**config.mk**
```make
export PLATFORM = sky130hd
export DESIGN_NAME = dst_param
export DESIGN_NICKNAME = d
export VERILOG_FILES = /design/src/rtl/dst_param.sv
export SDC_FILE = /design/constraint.sdc
export NUM_CORES = 1
export LEC_CHECK = 0
export BUFFER_PORTS_ARGS = -buffer_cell sky130_fd_sc_hd__clkbuf_2
export CELL_PAD_IN_SITES_DETAIL_PLACEMENT = 1
export CELL_PAD_IN_SITES_GLOBAL_PLACEMENT = 1
export CORE_MARGIN = 8
export CORE_UTILIZATION = 48
export DETAILED_ROUTE_END_ITERATION = 8
export PLACE_DENSITY = 0.94
export SETUP_SLACK_MARGIN = 0.2
export SYNTH_ARGS = -nofsm -noshare
export SYNTH_HDL_FRONTEND = slang
export SYNTH_SLANG_ARGS = --single-unit
```
**constraint.sdc**
```tcl
create_clock -name pclk -period 6.9 [get_ports pclk]
set_clock_uncertainty 0.05 [all_clocks]
set_input_delay 1.38 -clock pclk [delete_from_list [all_inputs] [get_ports pclk]]
set_output_delay 1.38 -clock pclk [all_outputs]
set_load 0.005 [all_outputs]
```
**src/rtl/dst_param.sv**
```systemverilog
// -----------------------------------------------------------------------------
// dst_param - parameterised display sync timing generator (pixel-clock domain)
//
// Purpose
//   Produces horizontal/vertical sync, per-axis and combined display enables,
//   active-area pixel coordinates, frame/line start strobes and a down-scaled
//   frame-buffer read address. raddr comes straight from the counter stage, so
//   it leads the registered de by one clock. This lets a synchronous RAM's read
//   data line up with de.
//
// Ports
//   pclk         in   1   pixel clock, the only clock
//   rstn         in   1   synchronous reset, active-low
//   en           in   1   run enable; 0 holds the timing in its reset state
//   hs, vs       out  1   horizontal / vertical sync (polarity by HS_POL/VS_POL)
//   hen, ven     out  1   horizontal / vertical active region
//   de           out  1   hen & ven
//   x, y         out  12  active column / line, 0 outside the region
//   raddr        out  DW  frame-buffer read address, one cycle ahead of de
//   frame_start  out  1   one-cycle pulse at hcnt=0, vcnt=0
//   line_start   out  1   one-cycle pulse at every hcnt=0
//   tp_rgb       out  12  colour-bar test pattern, aligned with de
//                         (present only with DST_TEST_PATTERN_EN defined)
//
// Configuration
//   DST_TEST_PATTERN_EN : adds tp_rgb with 8 vertical colour bars.
// -----------------------------------------------------------------------------
module dst_param #(
    parameter int   H_ACTIVE    = 800,
    parameter int   H_FP        = 56,
    parameter int   H_SYNC      = 120,
    parameter int   H_BP        = 64,
    parameter int   V_ACTIVE    = 600,
    parameter int   V_FP        = 37,
    parameter int   V_SYNC      = 6,
    parameter int   V_BP        = 23,
    parameter logic HS_POL      = 1'b1,
    parameter logic VS_POL      = 1'b1,
    parameter int   SCALE_SHIFT = 2,
    parameter int   DW          = 15
) (
    input  logic          pclk,
    input  logic          rstn,
    input  logic          en,
    output logic          hs,
    output logic          vs,
    output logic          hen,
    output logic          ven,
    output logic          de,
    output logic [11:0]   x,
    output logic [11:0]   y,
    output logic [DW-1:0] raddr,
    output logic          frame_start,
    output logic          line_start
`ifdef DST_TEST_PATTERN_EN
    ,
    output logic [11:0]   tp_rgb
`endif
);

    localparam int H_TOTAL = H_SYNC + H_BP + H_ACTIVE + H_FP;
    localparam int V_TOTAL = V_SYNC + V_BP + V_ACTIVE + V_FP;

    localparam logic [11:0] H_LAST     = 12'(H_TOTAL - 1);
    localparam logic [11:0] V_LAST     = 12'(V_TOTAL - 1);
    localparam logic [11:0] H_SYNC_END = 12'(H_SYNC);
    localparam logic [11:0] V_SYNC_END = 12'(V_SYNC);
    localparam logic [11:0] H_ACT_LO   = 12'(H_SYNC + H_BP);
    localparam logic [11:0] H_ACT_HI   = 12'(H_SYNC + H_BP + H_ACTIVE);
    localparam logic [11:0] V_ACT_LO   = 12'(V_SYNC + V_BP);
    localparam logic [11:0] V_ACT_HI   = 12'(V_SYNC + V_BP + V_ACTIVE);

    // Low SCALE_SHIFT bits of a coordinate select the position inside a texel.
    localparam logic [11:0]   SMASK    = 12'((1 << SCALE_SHIFT) - 1);
    localparam logic [DW-1:0] ROW_STEP = DW'(H_ACTIVE >> SCALE_SHIFT);
    localparam logic [DW-1:0] ONE_DW   = DW'(1);

    // Counter stage
    logic [11:0]   hcnt_q, hcnt_d;
    logic [11:0]   vcnt_q, vcnt_d;
    logic [DW-1:0] row_base_q, row_base_d;
    logic [DW-1:0] raddr_q, raddr_d;

    // Decode of the current counter position
    logic          hs_s, vs_s, hen_s, ven_s, fs_s, ls_s;
    logic [11:0]   x_s, y_s;
    logic          line_wrap_s, frame_wrap_s;

    // Decode of the next counter position (drives raddr)
    logic          hen_n_s, ven_n_s;
    logic [11:0]   x_n_s;

    // Registered outputs
    logic          hs_q, vs_q, hen_q, ven_q, de_q, fs_q, ls_q;
    logic [11:0]   x_q, y_q;

    // Next counter position; en=0 parks the counters at the frame origin.
    always_comb begin
        hcnt_d = hcnt_q;
        vcnt_d = vcnt_q;
        if (!en) begin
            hcnt_d = 12'd0;
            vcnt_d = 12'd0;
        end else if (line_wrap_s) begin
            hcnt_d = 12'd0;
            if (frame_wrap_s) begin
                vcnt_d = 12'd0;
            end else begin
                vcnt_d = vcnt_q + 12'd1;
            end
        end else begin
            hcnt_d = hcnt_q + 12'd1;
        end
    end

    // Region decode of the current counter position.
    always_comb begin
        line_wrap_s  = (hcnt_q == H_LAST);
        frame_wrap_s = (hcnt_q == H_LAST) && (vcnt_q == V_LAST);
        hs_s  = (hcnt_q < H_SYNC_END) ? HS_POL : ~HS_POL;
        vs_s  = (vcnt_q < V_SYNC_END) ? VS_POL : ~VS_POL;
        hen_s = (hcnt_q >= H_ACT_LO) && (hcnt_q < H_ACT_HI);
        ven_s = (vcnt_q >= V_ACT_LO) && (vcnt_q < V_ACT_HI);
        fs_s  = (hcnt_q == 12'd0) && (vcnt_q == 12'd0);
        ls_s  = (hcnt_q == 12'd0);
        if (hen_s) begin
            x_s = hcnt_q - H_ACT_LO;
        end else begin
            x_s = 12'd0;
        end
        if (ven_s) begin
            y_s = vcnt_q - V_ACT_LO;
        end else begin
            y_s = 12'd0;
        end
    end

    // Region decode of the next counter position, used to pre-compute raddr.
    always_comb begin
        hen_n_s = (hcnt_d >= H_ACT_LO) && (hcnt_d < H_ACT_HI);
        ven_n_s = (vcnt_d >= V_ACT_LO) && (vcnt_d < V_ACT_HI);
        x_n_s   = hcnt_d - H_ACT_LO;
    end

    // Row base: cleared at frame wrap, advanced by one texel row after the
    // last pixel line of each texel row. Frame wrap takes priority so the
    // combined line/frame wrap clears it.
    always_comb begin
        row_base_d = row_base_q;
        if (!en) begin
            row_base_d = '0;
        end else if (frame_wrap_s) begin
            row_base_d = '0;
        end else if (line_wrap_s && ven_s && ((y_s & SMASK) == SMASK)) begin
            row_base_d = row_base_q + ROW_STEP;
        end else begin
            row_base_d = row_base_q;
        end
    end

    // Read address for the next counter position: load row base at the first
    // active pixel, step once per texel column, hold outside the active area.
    always_comb begin
        raddr_d = raddr_q;
        if (!en) begin
            raddr_d = '0;
        end else if (hen_n_s && ven_n_s) begin
            if (hcnt_d == H_ACT_LO) begin
                raddr_d = row_base_d;
            end else if ((x_n_s & SMASK) == 12'd0) begin
                raddr_d = raddr_q + ONE_DW;
            end else begin
                raddr_d = raddr_q;
            end
        end else begin
            raddr_d = raddr_q;
        end
    end

    // Counter-stage state registers.
    always_ff @(posedge pclk) begin
        if (!rstn) begin
            hcnt_q     <= 12'd0;
            vcnt_q     <= 12'd0;
            row_base_q <= '0;
            raddr_q    <= '0;
        end else begin
            hcnt_q     <= hcnt_d;
            vcnt_q     <= vcnt_d;
            row_base_q <= row_base_d;
            raddr_q    <= raddr_d;
        end
    end

    // Output stage: one-cycle registered copy of the counter-stage decode.
    always_ff @(posedge pclk) begin
        if (!rstn || !en) begin
            hs_q  <= ~HS_POL;
            vs_q  <= ~VS_POL;
            hen_q <= 1'b0;
            ven_q <= 1'b0;
            de_q  <= 1'b0;
            x_q   <= 12'd0;
            y_q   <= 12'd0;
            fs_q  <= 1'b0;
            ls_q  <= 1'b0;
        end else begin
            hs_q  <= hs_s;
            vs_q  <= vs_s;
            hen_q <= hen_s;
            ven_q <= ven_s;
            de_q  <= hen_s & ven_s;
            x_q   <= x_s;
            y_q   <= y_s;
            fs_q  <= fs_s;
            ls_q  <= ls_s;
        end
    end

    assign hs          = hs_q;
    assign vs          = vs_q;
    assign hen         = hen_q;
    assign ven         = ven_q;
    assign de          = de_q;
    assign x           = x_q;
    assign y           = y_q;
    assign raddr       = raddr_q;
    assign frame_start = fs_q;
    assign line_start  = ls_q;

`ifdef DST_TEST_PATTERN_EN
    localparam int          BAR_W   = ((H_ACTIVE / 8) > 0) ? (H_ACTIVE / 8) : 1;
    localparam logic [11:0] BAR_W12 = 12'(BAR_W);

    logic [11:0] bar_full_s;
    logic [2:0]  bar_s;
    logic [11:0] tp_q;

    // Colour of each of the eight bars, left to right.
    function automatic logic [11:0] tp_colour(input logic [2:0] bar);
        logic [11:0] rgb;
        case (bar)
            3'd0:    rgb = 12'hFFF;
            3'd1:    rgb = 12'hFF0;
            3'd2:    rgb = 12'h0FF;
            3'd3:    rgb = 12'h0F0;
            3'd4:    rgb = 12'hF0F;
            3'd5:    rgb = 12'hF00;
            3'd6:    rgb = 12'h00F;
            3'd7:    rgb = 12'h000;
            default: rgb = 12'h000;
        endcase
        return rgb;
    endfunction

    // Bar index of the current column; leftover columns join the last bar.
    always_comb begin
        bar_full_s = x_s / BAR_W12;
        if (bar_full_s > 12'd7) begin
            bar_s = 3'd7;
        end else begin
            bar_s = bar_full_s[2:0];
        end
    end

    // Pattern register, same latency as de; black outside the active area.
    always_ff @(posedge pclk) begin
        if (!rstn || !en) begin
            tp_q <= 12'h000;
        end else if (hen_s && ven_s) begin
            tp_q <= tp_colour(bar_s);
        end else begin
            tp_q <= 12'h000;
        end
    end

    assign tp_rgb = tp_q;
`endif

endmodule
```
# After elaboration in Yosys (flattened, before gate mapping)
# Cells that the tools add are included.
# word_totals
word_cells	71
ff_bits	85
# classes
n_mux	13
eq_ne	4
addsub	7
bitwise_logic	3
reduce_logical	20
magnitude_cmp	10
# ops
cell	count
15-bit 2-to-1 mux	5
12-bit 2-to-1 mux	5
12-bit by 10-bit less-than comparator with 1-bit output (second input constant)	4
12-bit logical NOT	3
12-bit by 1-bit adder with 12-bit output (second input constant)	2
12-bit by 5-bit greater-or-equal comparator with 1-bit output (second input constant)	2
12-bit by 8-bit greater-or-equal comparator with 1-bit output (second input constant)	2
15-bit by 1-bit adder with 15-bit output (second input constant)	1
15-bit by 8-bit adder with 15-bit output (second input constant)	1
12-bit by 10-bit equality test with 1-bit output (second input constant)	1
12-bit by 11-bit equality test with 1-bit output (second input constant)	1
12-bit by 8-bit equality test with 1-bit output (second input constant)	1
12-bit by 3-bit less-than comparator with 1-bit output (second input constant)	1
12-bit by 7-bit less-than comparator with 1-bit output (second input constant)	1
12-bit by 5-bit subtractor with 12-bit output (second input constant)	1
12-bit by 8-bit subtractor with 12-bit output (second input constant)	1
1-bit logical AND	9
2-bit AND reduction	2
2-bit OR reduction	2
2-bit equality test (second input constant)	1
1-bit logical NOT	2
1-bit 2-to-1 mux	2
2-bit 2-to-1 mux	1
1-bit inverter	2
other kinds (4)	4

# Depth between registers and ports, before layout
# depth
ltp_word	9
mapped_depth	13

# Worst setup path after synthesis
# Ideal clock, no wire load.
# synth_timing
path_type	input -> register
startpoint	input en
endpoint	register raddr_q[14], in the netlist raddr[14]
arrival_ns	2.943
cell_stages	8
path_slack_ns	3.780
cell_sequence	buf_2 -> nand2_1 -> or3_1 -> nor4_2 -> nand4b_4 -> buf_8 -> a21oi_1 -> o32ai_2
# synth_between
elab_chain_cells	5
word_cells_on_any_way	17
cone_classes	add/sub: 1; order compare: 4; eq/ne: 1; mux: 4; reduce/logical: 7
# synth_rtl
element	line	rtl
start: declaration	44	input logic en,
12-bit 2-to-1 mux	101	if (!en) begin
12-bit by 8-bit greater-or-equal comparator with 1-bit output (tied with other cells)	140	hen_n_s = (hcnt_d >= H_ACT_LO) && (hcnt_d < H_ACT_HI);
1-bit logical AND (tied with other cells)	140	
1-bit logical AND or 2-bit nonzero test (tied branches)	-	
2-bit AND reduction (no source line)	-	
end signal: assignment	191	raddr_q <= raddr_d;
end: declaration	82	logic [DW-1:0] raddr_q, raddr_d;
# Several ways; a longest one is shown, not always the timed one.
# A chain may end at the register's enable or synchronous reset.

# Worst setup path in the final report
# layout_timing
startpoint	register hcnt_q[8]
endpoint	register raddr_q[12], in the netlist raddr[12]
# layout_between
elab_chain_cells	9
word_cells_on_any_way	26
cone_classes	add/sub: 2; order compare: 4; eq/ne: 2; mux: 9; reduce/logical: 9
# layout_rtl
element	line	rtl
start: declaration	79	logic [11:0] hcnt_q, hcnt_d;
start signal: assignment	188	hcnt_q <= hcnt_d;
parallel branches: the longest is 9 deep, another holds 12-bit by 1-bit adder with 12-bit output	-	
# Several ways; the timed one is not identified.

==> key figures <==
Outcome
  – Status: completed

Placement
  – DP HPWL: between 8 and 9 mm
  – Dpl cells: 659
  – Gpl congestion: ~0.9
  – Port Buffer Count: 48

Floorplan
  – FP Rows: 35
  – Total core area: 9200 sq um
  – Area of the die: roughly 13000 sq um
  – Die X: 113 um
  – Die Y: 113 um
  – IO Pins: 49
  – Initial Utilization: 0.493

Flow run
  – Max Cap Viol: 0

Power
  – P_sw: between 150 and 200 uW
  – Net Sw Frac: 0.234
  – Tot Pwr: around 830 uW
  – Peak supply drop: roughly 120 uV
  – Pwr Density: approximately 170 nW/um^2
  – Clock network power share: 0.384
  – Sequential share of power: 0.593
  – Int Power: around 640 uW
  – Combinational Power Share: 0.023
  – P_leak: approximately 0.0018 uW

Worst setup path
  – Worst R2R Setup Slack: 2970 ps
  – CP max FO: 21
  – Critical Path AT: 4170 ps
  – Worst setup EP type: flop
  – Critical Path Start Type: flop
  – Critical path data required time: between 7000 and 8000 ps
  – Critical path class: flop to flop

Timing
  – Max Clock Freq: 255 MHz
  – Final hold viol count: 0
  – Worst-margin pin slew: just under 900 ps
  – Minimum clock period: about 4000 ps
  – Setup total negative slack: 0 ps
  – RSZ-0062 raised after global routing: false
  – Fin crit share: 0.569
  – Max-slew headroom: 0.415
  – Final Setup Violations: 0
  – Max Slew Vio Count: 0

Final layout
  – Antenna cells: 0
  – Post-route insts no fill: about 680
  – Fill cells: 1116
  – Area growth syn-to-layout: 8.24%
  – NumNets Final: 571
  – Share of cells above drive strength 1: 0.179

Synthesis
  – #FFs+latches synth: 85
  – Seq/Total Area, Yosys: 0.375
  – Number of synthesized flops with an enable pin: 0
  – Library cells used by synthesis: 75
  – Syn Std Cell Area: between 4000 and 5000 sq um
  – Post-synth top flop: dfxtp_1
  – Synth Instances: between 500 and 600
  – Area leader, netlist: dfxtp_1
  – Synth Area per Inst: roughly 8.5 sq um
  – Ranking of synthesized cells by area: dfxtp_1, nor2_1, xnor2_1
  – Top-area cell type share of the netlist area: 0.375
  – Syn_nets: 545
  – YS warnings: 0
  – Asr flop ratio synth: 0

CTS
  – Number of CTS-inserted buffers: 9
  – Clock Sinks: 85
  – Htree depth: 3
  – Resized Gates After CTS: 0
  – Hold buffer count at cts: 0
  – Post-CTS Setup Bufs: 0
  – Root Buffer: clkbuf_8
  – CTS tree: done
  – Clk buf depth: 2
  – Clock latency at the later pin of the worst-skew pair: around 350 ps
  – Clock transition at path regs: 80 ps

Drt
  – Post-Route WL: approximately 13 mm
  – Post-route DRC: 0
  – DR vias/cell: approximately 6
  – Vias: between 4000 and 5000
  – Starting DRT DRC Count: between 150 and 200
  – Post-DRT Antenna Nets: 0
  – 1st-pass router iterations: 4
  – Drt wl/cell: 18.7 um

Global route
  – Initial antenna violation count: 0
  – Vias in the first global route: ~4300
  – Global-route wire length before repair: approximately 21 mm
  – Pin count of the biggest net entering global routing: 28
  – GRT Total Usage: 0.200
  – GRT overflow: 0

Worst hold path
  – Hold Path Class: flop to flop
[worst max-delay path, stage by stage, from the launching register on]
cell	delay, ps
dfxtp_1	700
nand3_1	230
nor3_2	340
mux2_2	370
o21ai_0	230
a21boi_0	350
nand4_1	720
or3_1	580
a21oi_1	180
o2bb2ai_2	120
[path summary, 6_finish.rpt]
kind                            cells after the start       endpoint          start
worst min register to register                      2  row_base_q[0]  row_base_q[0]
worst min-delay path                                2  row_base_q[0]  row_base_q[0]
worst max-delay path                                9      raddr[12]      hcnt_q[8]
worst max register to register                      9      raddr[12]      hcnt_q[8]
[placed cells by master (no fill, tap or decap), types with 15 or more instances in the layout]
cell type and n:
dfxtp_1 85, o21ai_0 18, nor3_1 24, nor2_1 86, xor2_1 15, a21oi_1 17
nand2_1 30, nand3_1 19, and3_1 21, clkbuf_2 48, xnor2_1 30, inv_1 15
[synthesized netlist by cell type, drive strengths merged (2+ instances only)]
library cell	instances
nor2b	7
a211oi	5
nor4b	2
buf	18
and3	21
clkbuf	15
xnor2	30
inv	15
o2111ai	2
a2111oi	2
a31oi	2
o31ai	6
xor2	15
o211ai	8
o32ai	2
a311oi	3
ha	9
nand2	33
o21ai	25
o2bb2ai	2
and2	6
or2	5
or3b	2
a21oi	18
nand3	22
nor4	9
nor3b	8
nor2	88
a31o	2
nand2b	4
nand3b	2
nand4	6
nor3	29
a21o	2
or3	5
dfxtp	85
mux2i	3
[layer usage]
layer / global-route usage / up-vias / share of wire
met5: 0 / - / 0
met4: 0.106 / 0 / 0.031
met3: 0.0453 / 33 / 0.058
met2: 0.341 / 128 / 0.50
met1: 0.229 / 1998 / 0.41
li1: - / 1910 / -
[sequential cells by signal (all words and copies together), names as in the netlist]
signal	flops
raddr	15
row_base_q	15
hcnt_q	12
vcnt_q	12
x	12
y	12
de	1
frame_start	1
hen	1
hs	1
line_start	1
ven	1
vs	1
[through the flow]
step / util / cell area (sq um) / worst slack [ps] / hold slack [ps]
final: 0.534 / 4910 / 2970 / 435
after global routing: 0.534 / 4910 / 2640 / 467
after CTS: 0.534 / 4910 / 2990 / 435
after detailed placement: 0.516 / 4740 / 2990 / 421
after global placement: 0.516 / 4740 / 3150 / 382
after floorplan: - / 4540 / 3780 / 375
[cells by family (layout without fill, tap and decap cells)]
group | after synthesis | count (layout) | synth area share
and+or+nand+nor | 254 | 254 | 0.308
buffers and inverters | 48 | 79 | 0.0510
muxes | 4 | 4 | 0.00910
AOI/OAI and AO/OA | 88 | 88 | 0.145
adders and majority gates | 9 | 9 | 0.0248
xor gates and xnor gates | 45 | 45 | 0.0868
DFF | 85 | 85 | 0.375
[power by group through the flow]
stage | sequential (uW) | combinational [uW] | clock (uW)
2_1_floorplan | 505 | 11.7 | 0
3_3_place_gp | 505 | 18.4 | 0
3_5_place_dp | 505 | 19.2 | 0
4_1_cts | 493 | 19.5 | 326
5_1_grt | 494 | 21.6 | 346
6_report | 493 | 19.2 | 320
[cell type report]
class	instances	area, sq um	share of cell area
clock buffer	13	149	0.0303
clock inverter	3	21.3	0.00433
inverter	15	56.3	0.0115
multi-input combinational	400	2610	0.530
sequential	85	1700	0.346
tap	111	139	0.0283
timing repair buffer	48	240	0.0489
Power figures use the tool's default switching activity.
